==> src/rtl/output_streamer_if.sv <==
// Bus bundle for output_streamer: start/status, SRAM read port and pixel stream.
// The master modport is the streamer; the slave modport is the surrounding system
// (top-level controller, SRAM and the downstream pixel consumer).
interface output_streamer_if #(
    parameter int ADDR_SIZE_BITS  = 24,
    parameter int WORD_SIZE_BYTES = 3,
    parameter int DATA_SIZE_WORDS = 64
);
    logic                                         stream_en;
    logic                                         busy;
    logic                                         stream_done;
    logic                                         read_enable;
    logic [ADDR_SIZE_BITS-1:0]                    address;
    logic [WORD_SIZE_BYTES*DATA_SIZE_WORDS*8-1:0] read_data;
    logic [WORD_SIZE_BYTES*8-1:0]                 pixel_data;
    logic                                         pixel_valid;
    logic                                         pixel_ready;
    logic                                         frame_first;

    modport master (
        input  stream_en, read_data, pixel_ready,
        output busy, stream_done, read_enable, address,
               pixel_data, pixel_valid, frame_first
    );

    modport slave (
        output stream_en, read_data, pixel_ready,
        input  busy, stream_done, read_enable, address,
               pixel_data, pixel_valid, frame_first
    );
endinterface

==> src/rtl/output_streamer.sv <==
// output_streamer: reads the blended frame out of the SRAM output buffer one
// 64-pixel block at a time into a pair of ping-pong block buffers and drains
// them as a gap-free valid/ready stream of 24-bit pixels.
module output_streamer #(
    parameter int ADDR_SIZE_BITS  = 24,
    parameter int WORD_SIZE_BYTES = 3,
    parameter int DATA_SIZE_WORDS = 64,
    parameter int BASE_ADDR       = 143360,
    parameter int NUM_BLOCKS      = 1024
) (
    input logic                clk,
    input logic                n_rst,
    output_streamer_if.master  bus
);
    localparam int BUF_BITS   = WORD_SIZE_BYTES * DATA_SIZE_WORDS * 8;
    localparam int PIXEL_BITS = WORD_SIZE_BYTES * 8;
    localparam int BLK_BITS   = $clog2(NUM_BLOCKS + 1);
    localparam int PIX_BITS   = $clog2(DATA_SIZE_WORDS);
    localparam int FRAME_BITS = $clog2(NUM_BLOCKS * DATA_SIZE_WORDS);

    typedef enum logic [1:0] {
        F_IDLE,
        F_REQ,
        F_CAP,
        F_DRAIN
    } fetch_state_t;

    fetch_state_t          state;
    logic [BUF_BITS-1:0]   blk_buf [2];
    logic [1:0]            full;
    logic                  wr_sel;
    logic [BLK_BITS-1:0]   blk;
    logic                  rd_sel;
    logic [PIX_BITS-1:0]   pix;
    logic [FRAME_BITS-1:0] frame_pix;

    logic start;
    logic fetch_req;
    logic capture;
    logic pix_valid;
    logic transfer;
    logic last_pix;

    assign start     = (state == F_IDLE) && bus.stream_en;
    assign fetch_req = (state == F_REQ) && (blk != BLK_BITS'(NUM_BLOCKS)) && !full[wr_sel];
    assign capture   = (state == F_CAP);
    assign pix_valid = full[rd_sel];
    assign transfer  = pix_valid && bus.pixel_ready;
    assign last_pix  = (pix == PIX_BITS'(DATA_SIZE_WORDS - 1));

    // Fetch FSM: request one block whenever the buffer it targets is free, until the frame is fetched
    always_ff @(posedge clk or negedge n_rst) begin
        if (!n_rst) begin
            state  <= F_IDLE;
            blk    <= '0;
            wr_sel <= 1'b0;
        end else begin
            case (state)
                F_IDLE: begin
                    if (bus.stream_en) begin
                        state  <= F_REQ;
                        blk    <= '0;
                        wr_sel <= 1'b0;
                    end
                end
                F_REQ: begin
                    if (blk == BLK_BITS'(NUM_BLOCKS)) begin
                        state <= F_DRAIN;
                    end else if (!full[wr_sel]) begin
                        state <= F_CAP;
                    end
                end
                F_CAP: begin
                    blk    <= blk + 1'b1;
                    wr_sel <= ~wr_sel;
                    state  <= F_REQ;
                end
                F_DRAIN: begin
                    if (full == 2'b00) begin
                        state <= F_IDLE;
                    end
                end
                default: state <= F_IDLE;
            endcase
        end
    end

    // Block storage: the SRAM answers one cycle after the request, which is the capture cycle
    always_ff @(posedge clk) begin
        if (capture) begin
            blk_buf[wr_sel] <= bus.read_data;
        end
    end

    // Stream side: buffer occupancy, read pointers and frame pixel position
    always_ff @(posedge clk or negedge n_rst) begin
        if (!n_rst) begin
            full      <= 2'b00;
            rd_sel    <= 1'b0;
            pix       <= '0;
            frame_pix <= '0;
        end else if (start) begin
            full      <= 2'b00;
            rd_sel    <= 1'b0;
            pix       <= '0;
            frame_pix <= '0;
        end else begin
            if (capture) begin
                full[wr_sel] <= 1'b1;
            end
            if (transfer) begin
                frame_pix <= frame_pix + 1'b1;
                if (last_pix) begin
                    full[rd_sel] <= 1'b0;
                    rd_sel       <= ~rd_sel;
                    pix          <= '0;
                end else begin
                    pix <= pix + 1'b1;
                end
            end
        end
    end

    // Output decode: SRAM address is forced to zero outside read strobes, pixel data to zero when not valid
    always_comb begin
        bus.busy        = (state != F_IDLE);
        bus.stream_done = (state == F_DRAIN) && (full == 2'b00);
        bus.read_enable = fetch_req;
        bus.address     = '0;
        if (fetch_req) begin
            bus.address = ADDR_SIZE_BITS'(BASE_ADDR)
                        + ADDR_SIZE_BITS'(blk) * ADDR_SIZE_BITS'(DATA_SIZE_WORDS);
        end
        bus.pixel_valid = pix_valid;
        bus.frame_first = pix_valid && (frame_pix == '0);
        bus.pixel_data  = '0;
        if (pix_valid) begin
            bus.pixel_data = blk_buf[rd_sel][int'(pix) * PIXEL_BITS +: PIXEL_BITS];
        end
    end
endmodule
==> src/flat_wrapper.sv <==
// flat-port wrapper written by rule: the top's interface ports become plain ports
module output_streamer_flat 
#(
    parameter int ADDR_SIZE_BITS  = 24,
    parameter int WORD_SIZE_BYTES = 3,
    parameter int DATA_SIZE_WORDS = 64,
    parameter int BASE_ADDR       = 143360,
    parameter int NUM_BLOCKS      = 1024
)
  (clk, n_rst, bus_stream_en, bus_read_data, bus_pixel_ready, bus_busy, bus_stream_done, bus_read_enable, bus_address, bus_pixel_data, bus_pixel_valid, bus_frame_first);
  output_streamer_if #(.ADDR_SIZE_BITS(ADDR_SIZE_BITS), .WORD_SIZE_BYTES(WORD_SIZE_BYTES), .DATA_SIZE_WORDS(DATA_SIZE_WORDS)) bus_i ();
  input logic clk;
  input logic n_rst;
  input wire logic [$bits(bus_i.stream_en)-1:0] bus_stream_en;
  input wire logic [$bits(bus_i.read_data)-1:0] bus_read_data;
  input wire logic [$bits(bus_i.pixel_ready)-1:0] bus_pixel_ready;
  output wire logic [$bits(bus_i.busy)-1:0] bus_busy;
  output wire logic [$bits(bus_i.stream_done)-1:0] bus_stream_done;
  output wire logic [$bits(bus_i.read_enable)-1:0] bus_read_enable;
  output wire logic [$bits(bus_i.address)-1:0] bus_address;
  output wire logic [$bits(bus_i.pixel_data)-1:0] bus_pixel_data;
  output wire logic [$bits(bus_i.pixel_valid)-1:0] bus_pixel_valid;
  output wire logic [$bits(bus_i.frame_first)-1:0] bus_frame_first;
  assign bus_i.stream_en = bus_stream_en;
  assign bus_i.read_data = bus_read_data;
  assign bus_i.pixel_ready = bus_pixel_ready;
  assign bus_busy = bus_i.busy;
  assign bus_stream_done = bus_i.stream_done;
  assign bus_read_enable = bus_i.read_enable;
  assign bus_address = bus_i.address;
  assign bus_pixel_data = bus_i.pixel_data;
  assign bus_pixel_valid = bus_i.pixel_valid;
  assign bus_frame_first = bus_i.frame_first;
  output_streamer #(.ADDR_SIZE_BITS(ADDR_SIZE_BITS), .WORD_SIZE_BYTES(WORD_SIZE_BYTES), .DATA_SIZE_WORDS(DATA_SIZE_WORDS), .BASE_ADDR(BASE_ADDR), .NUM_BLOCKS(NUM_BLOCKS)) u_core (.clk(clk), .n_rst(n_rst), .bus(bus_i));
endmodule
==> config.mk <==
export PLATFORM = sky130hd
export DESIGN_NAME = output_streamer_flat
export DESIGN_NICKNAME = d
export VERILOG_FILES = /design/src/rtl/output_streamer_if.sv /design/src/rtl/output_streamer.sv /design/src/flat_wrapper.sv
export SDC_FILE = /design/constraint.sdc
export NUM_CORES = 2
export LEC_CHECK = 0
export CAP_MARGIN = 25
export CORE_AREA = 2 2 611 613
export CTS_CLUSTER_SIZE = 16
export DETAILED_ROUTE_END_ITERATION = 8
export DIE_AREA = 0 0 613 615
export MAX_ROUTING_LAYER = met4
export PLACE_DENSITY_LB_ADDON = 0.15
export SETUP_SLACK_MARGIN = 0.4
export SKIP_CTS_REPAIR_TIMING = 1
export SLEW_MARGIN = 15
export SYNTH_ARGS = -nofsm -noshare
export SYNTH_HDL_FRONTEND = slang
export SYNTH_SLANG_ARGS = --single-unit
==> constraint.sdc <==
create_clock -name clk -period 162.5 [get_ports clk]
set_clock_uncertainty 0.05 [all_clocks]
set_input_delay 32.5 -clock clk [delete_from_list [all_inputs] [get_ports clk]]
set_output_delay 32.5 -clock clk [all_outputs]
set_load 0.01 [all_outputs]
==> results.py <==
metrics = {
    "grt": {
        "grt_max_degree": 176,
        "grt_pass1_vias": 67497,
        "grt_pass1_wl_mm": 600,
        "grt_use_total_pct": 24.4,
        "antenna_found_initial": 498,
        "grt_overflow": 0,
    },
    "logic_synthesis": {
        "synth_adder_area_share_pct": 0.0829,
        "synth.most_common_cell": "edfxtp_1",
        "synth_xor_area_share_pct": 0.160,
        "ys_ff_latch": 3111,
        "syn_inst": 5502,
        "synth_ff_type": "edfxtp_1",
        "yosysUniqueCellTypes": 73,
        "synth-simple-area-share_pct": 1.70,
        "synth_commonest_cells": "edfxtp_1, mux4_2, mux2i_1",
        "postSynthAreaPerCell_sq_um": 21.9,
        "synthArstFlopShare_pct": 1.25,
        "yosys.area.top_type": "edfxtp_1",
        "synth_top_family_by_area": "multiplexers",
        "yosysSeqAreaShare_pct": 77.2,
        "yosys_warnings": 0,
        "synth.area.mux_share_pct": 16.1,
        "synth_compound_area_share_pct": 2.88,
        "synth_edf_count": 3072,
        "netlist_top_cells_area": "edfxtp_1, mux4_2, mux2i_1",
        "synth_area_sq_um": 121000,
        "synth_top_cell_area_share_pct": 76.4,
    },
    "timing": {
        "finalCriticalPeriod_ns": 40.31,
        "period_share_pct": 24.8,
        "finalHoldViolations": 0,
        "fin_setup_tns_ns": 0,
        "max_freq_ghz": 0.0248,
        "fin_ws_ns": 122.19,
        "slew_headroom_pct": 18.0,
        "worst_pin_slew_ns": 1.23,
        "slew_violations": 0,
        "setup-violations-final": 0,
        "rsz0062_at_grt": "false",
    },
    "finish": {
        "area_growth_pct": 27.7,
        "fillers": 32704,
        "seqCellArea_sq_um": 93300,
        "drive_gt1_share_pct": 18.8,
        "final_cells": 12790,
        "final_net_count": 8838,
        "stdcell_area_sq_um": 154000,
        "multi_input_area_sq_um": 25500,
    },
    "power": {
        "p_int_w": 0.00170,
        "p_switching_w": 0.000701,
        "leakagePower_nw": 48.0,
        "power_density_nw_per_um2": 15.6,
        "clock_power_share_pct": 32.9,
        "comb_power_share_pct": 22.1,
        "seqPwrFrac_pct": 45.0,
        "switching_share_pct": 29.2,
        "peakVddDrop_uv": 10.1,
        "design_power_total_w": 0.00240,
    },
    "die": {
        "initial_utilization_pct": 32.6,
        "ios": 1593,
        "die_area_sq_um": 377000,
        "die-width_um": 613,
        "die_h_um": 615,
        "core.rowCount": 224,
        "core_area_sq_um": 371000,
    },
    "clocking": {
        "clkLatencyLatePin_ns": 0.93,
        "clock_path_buffers": 4,
        "cts_root_buf": "clkbuf_16",
        "cts-buffers-inserted": 354,
        "clk_pin_slew_ns": 0.06,
        "h-tree-depth": 5,
        "cts_tree": "done",
        "clock-sinks": 3111,
    },
    "drt": {
        "wirelength_mm": 457,
        "wl_per_cell_um": 35.8,
        "drc": 0,
        "vias_per_cell": 5.10,
        "drtIter0Drc": 5862,
        "firstDrtPassIters": 6,
        "via_count": 65284,
        "ant_nets": 0,
    },
    "place": {
        "port_buffers": 1581,
        "gp_congestion": 0.818,
        "postPlaceCellArea_sq_um": 142000,
        "dp_hpwl_mm": 336,
        "place_inst": 11903,
        "pre_cts_slack_ns": 122.89,
    },
    "worst_setup_path": {
        "critPathSlowestCell": "a2111oi_2",
        "start_kind": "register",
        "cpPeakStageDelay_ns": 0.93,
        "critPathCaptureType": "output pin",
        "path_max_fanout": 87,
        "cp_cell_sequence": "buf_12 > buf_4 > buf_4 > buf_4 > mux4_2 > mux2i_1 > a2111oi_2 > a211oi_1 > a221oi_1 > clkdlybuf4s50_1",
        "crit_top_cell": "buf_4",
        "cp.arrival_ns": 7.76,
        "critical_path_class": "reg2out",
        "cp.required_ns": 129.95,
    },
    "flow_run": {
        "drv_cap": 0,
    },
    "worst_hold_path": {
        "hp-class": "reg2reg",
    },
    "status": {
        "run_status": "completed",
    },
}
-- flip-flops by register name (all words and copies together), names as in the netlist --
name              count
u_core.rd_sel         1
u_core.frame_pix     16
u_core.pix            6
u_core.state          2
u_core.full           2
u_core.blk           11
u_core.blk_buf     3072
u_core.wr_sel         1
-- cell families after synthesis --
logic type      count (synthesis)
compound gates                493
xor+xnor                       22
fa+ha+maj                       8
buf+inv                       335
flops                        3111
mux                          1085
other cells                     1
simple gates                  447
-- layout make-up --
class / instances / share of cell area, %
tap: 4972 / 4.03
timing repair buffer: 1742 / 11.2
clock buffer: 450 / 6.05
antenna: 235 / 0.381
clock inverter: 199 / 1.34
sequential: 3111 / 60.5
inverter: 15 / 0.0446
multi-input combinational: 2066 / 16.5
-- stage by stage --
step                hold slack [ns]  utilization, %
detailed placement            0.511            38.3
global route                  0.561            41.6
CTS                           0.523            41.4
finish                        0.525            41.6
floorplan                     0.450               -
global placement              0.495            38.3
-- placed cells by master, fill, tap and decap left out, drive strengths merged, types with 27 or more instances in the layout --
cell type	synthesis	routed
clkbuf	96	450
a41oi	36	36
mux4	667	667
diode	0	235
o22ai	65	65
mux2i	340	340
bufinv	0	30
a211oi	32	32
clkinv	3	152
mux2	78	78
nand3	27	27
a21oi	69	69
nor2	112	112
nor3	42	42
o21ai	82	82
and2	37	37
buf	220	162
edfxtp	3072	3072
dfrtp	39	39
clkdlybuf4s50	0	1580
a22oi	63	63
nand2	162	162
a2111oi	44	44
-- final timing paths --
| kind | from | to | slack [ns] | cells past startpoint |
|---|---|---|---|---|
| worst max-delay path | u_core.rd_sel | bus_pixel_data[11] | 122.19 | 10 |
| worst min-delay path | u_core.frame_pix[4] | u_core.frame_pix[4] | 0.53 | 2 |
| worst max register to register | u_core.state[0] | u_core.blk_buf[0][567] | 156.43 | 9 |
| worst min register to register | u_core.frame_pix[4] | u_core.frame_pix[4] | 0.53 | 2 |
| max in group asynchronous | n_rst | u_core.rd_sel | 130.44 | 2 |
| min in group asynchronous | n_rst | u_core.wr_sel | 31.43 | 1 |
-- per-layer routing --
| layer | global-route usage (%) | routed length, um | share of wire (%) |
|---|---|---|---|
| met2 | 42.7 | 240000 | 52 |
| met5 | - | 0 | 0 |
| met4 | 7.11 | 14700 | 3.2 |
| met3 | 6.17 | 33200 | 7.3 |
| met1 | 27.4 | 169000 | 37 |
-- worst max-delay path, delay by kind of cell (launching register included) --
| family | cells | cell delay [ns] |
|---|---|---|
| buffers and inverters | 5 | 3.29 |
| AOI/OAI and AO/OA | 3 | 1.71 |
| muxes | 2 | 0.61 |
| DFF | 1 | 0.89 |
-- power groups by stage --
stage | Combinational (W) | Sequential, W | Clock (W)
3_3_place_gp | 0.000539 | 0.00109 | 0
6_report | 0.000532 | 0.00108 | 0.000790
3_5_place_dp | 0.000545 | 0.00110 | 0
2_1_floorplan | 0.000281 | 0.00147 | 0
5_1_grt | 0.000563 | 0.00109 | 0.000836
4_1_cts | 0.000547 | 0.00108 | 0.000807
No activity file was read; power rests on OpenSTA's default activity.
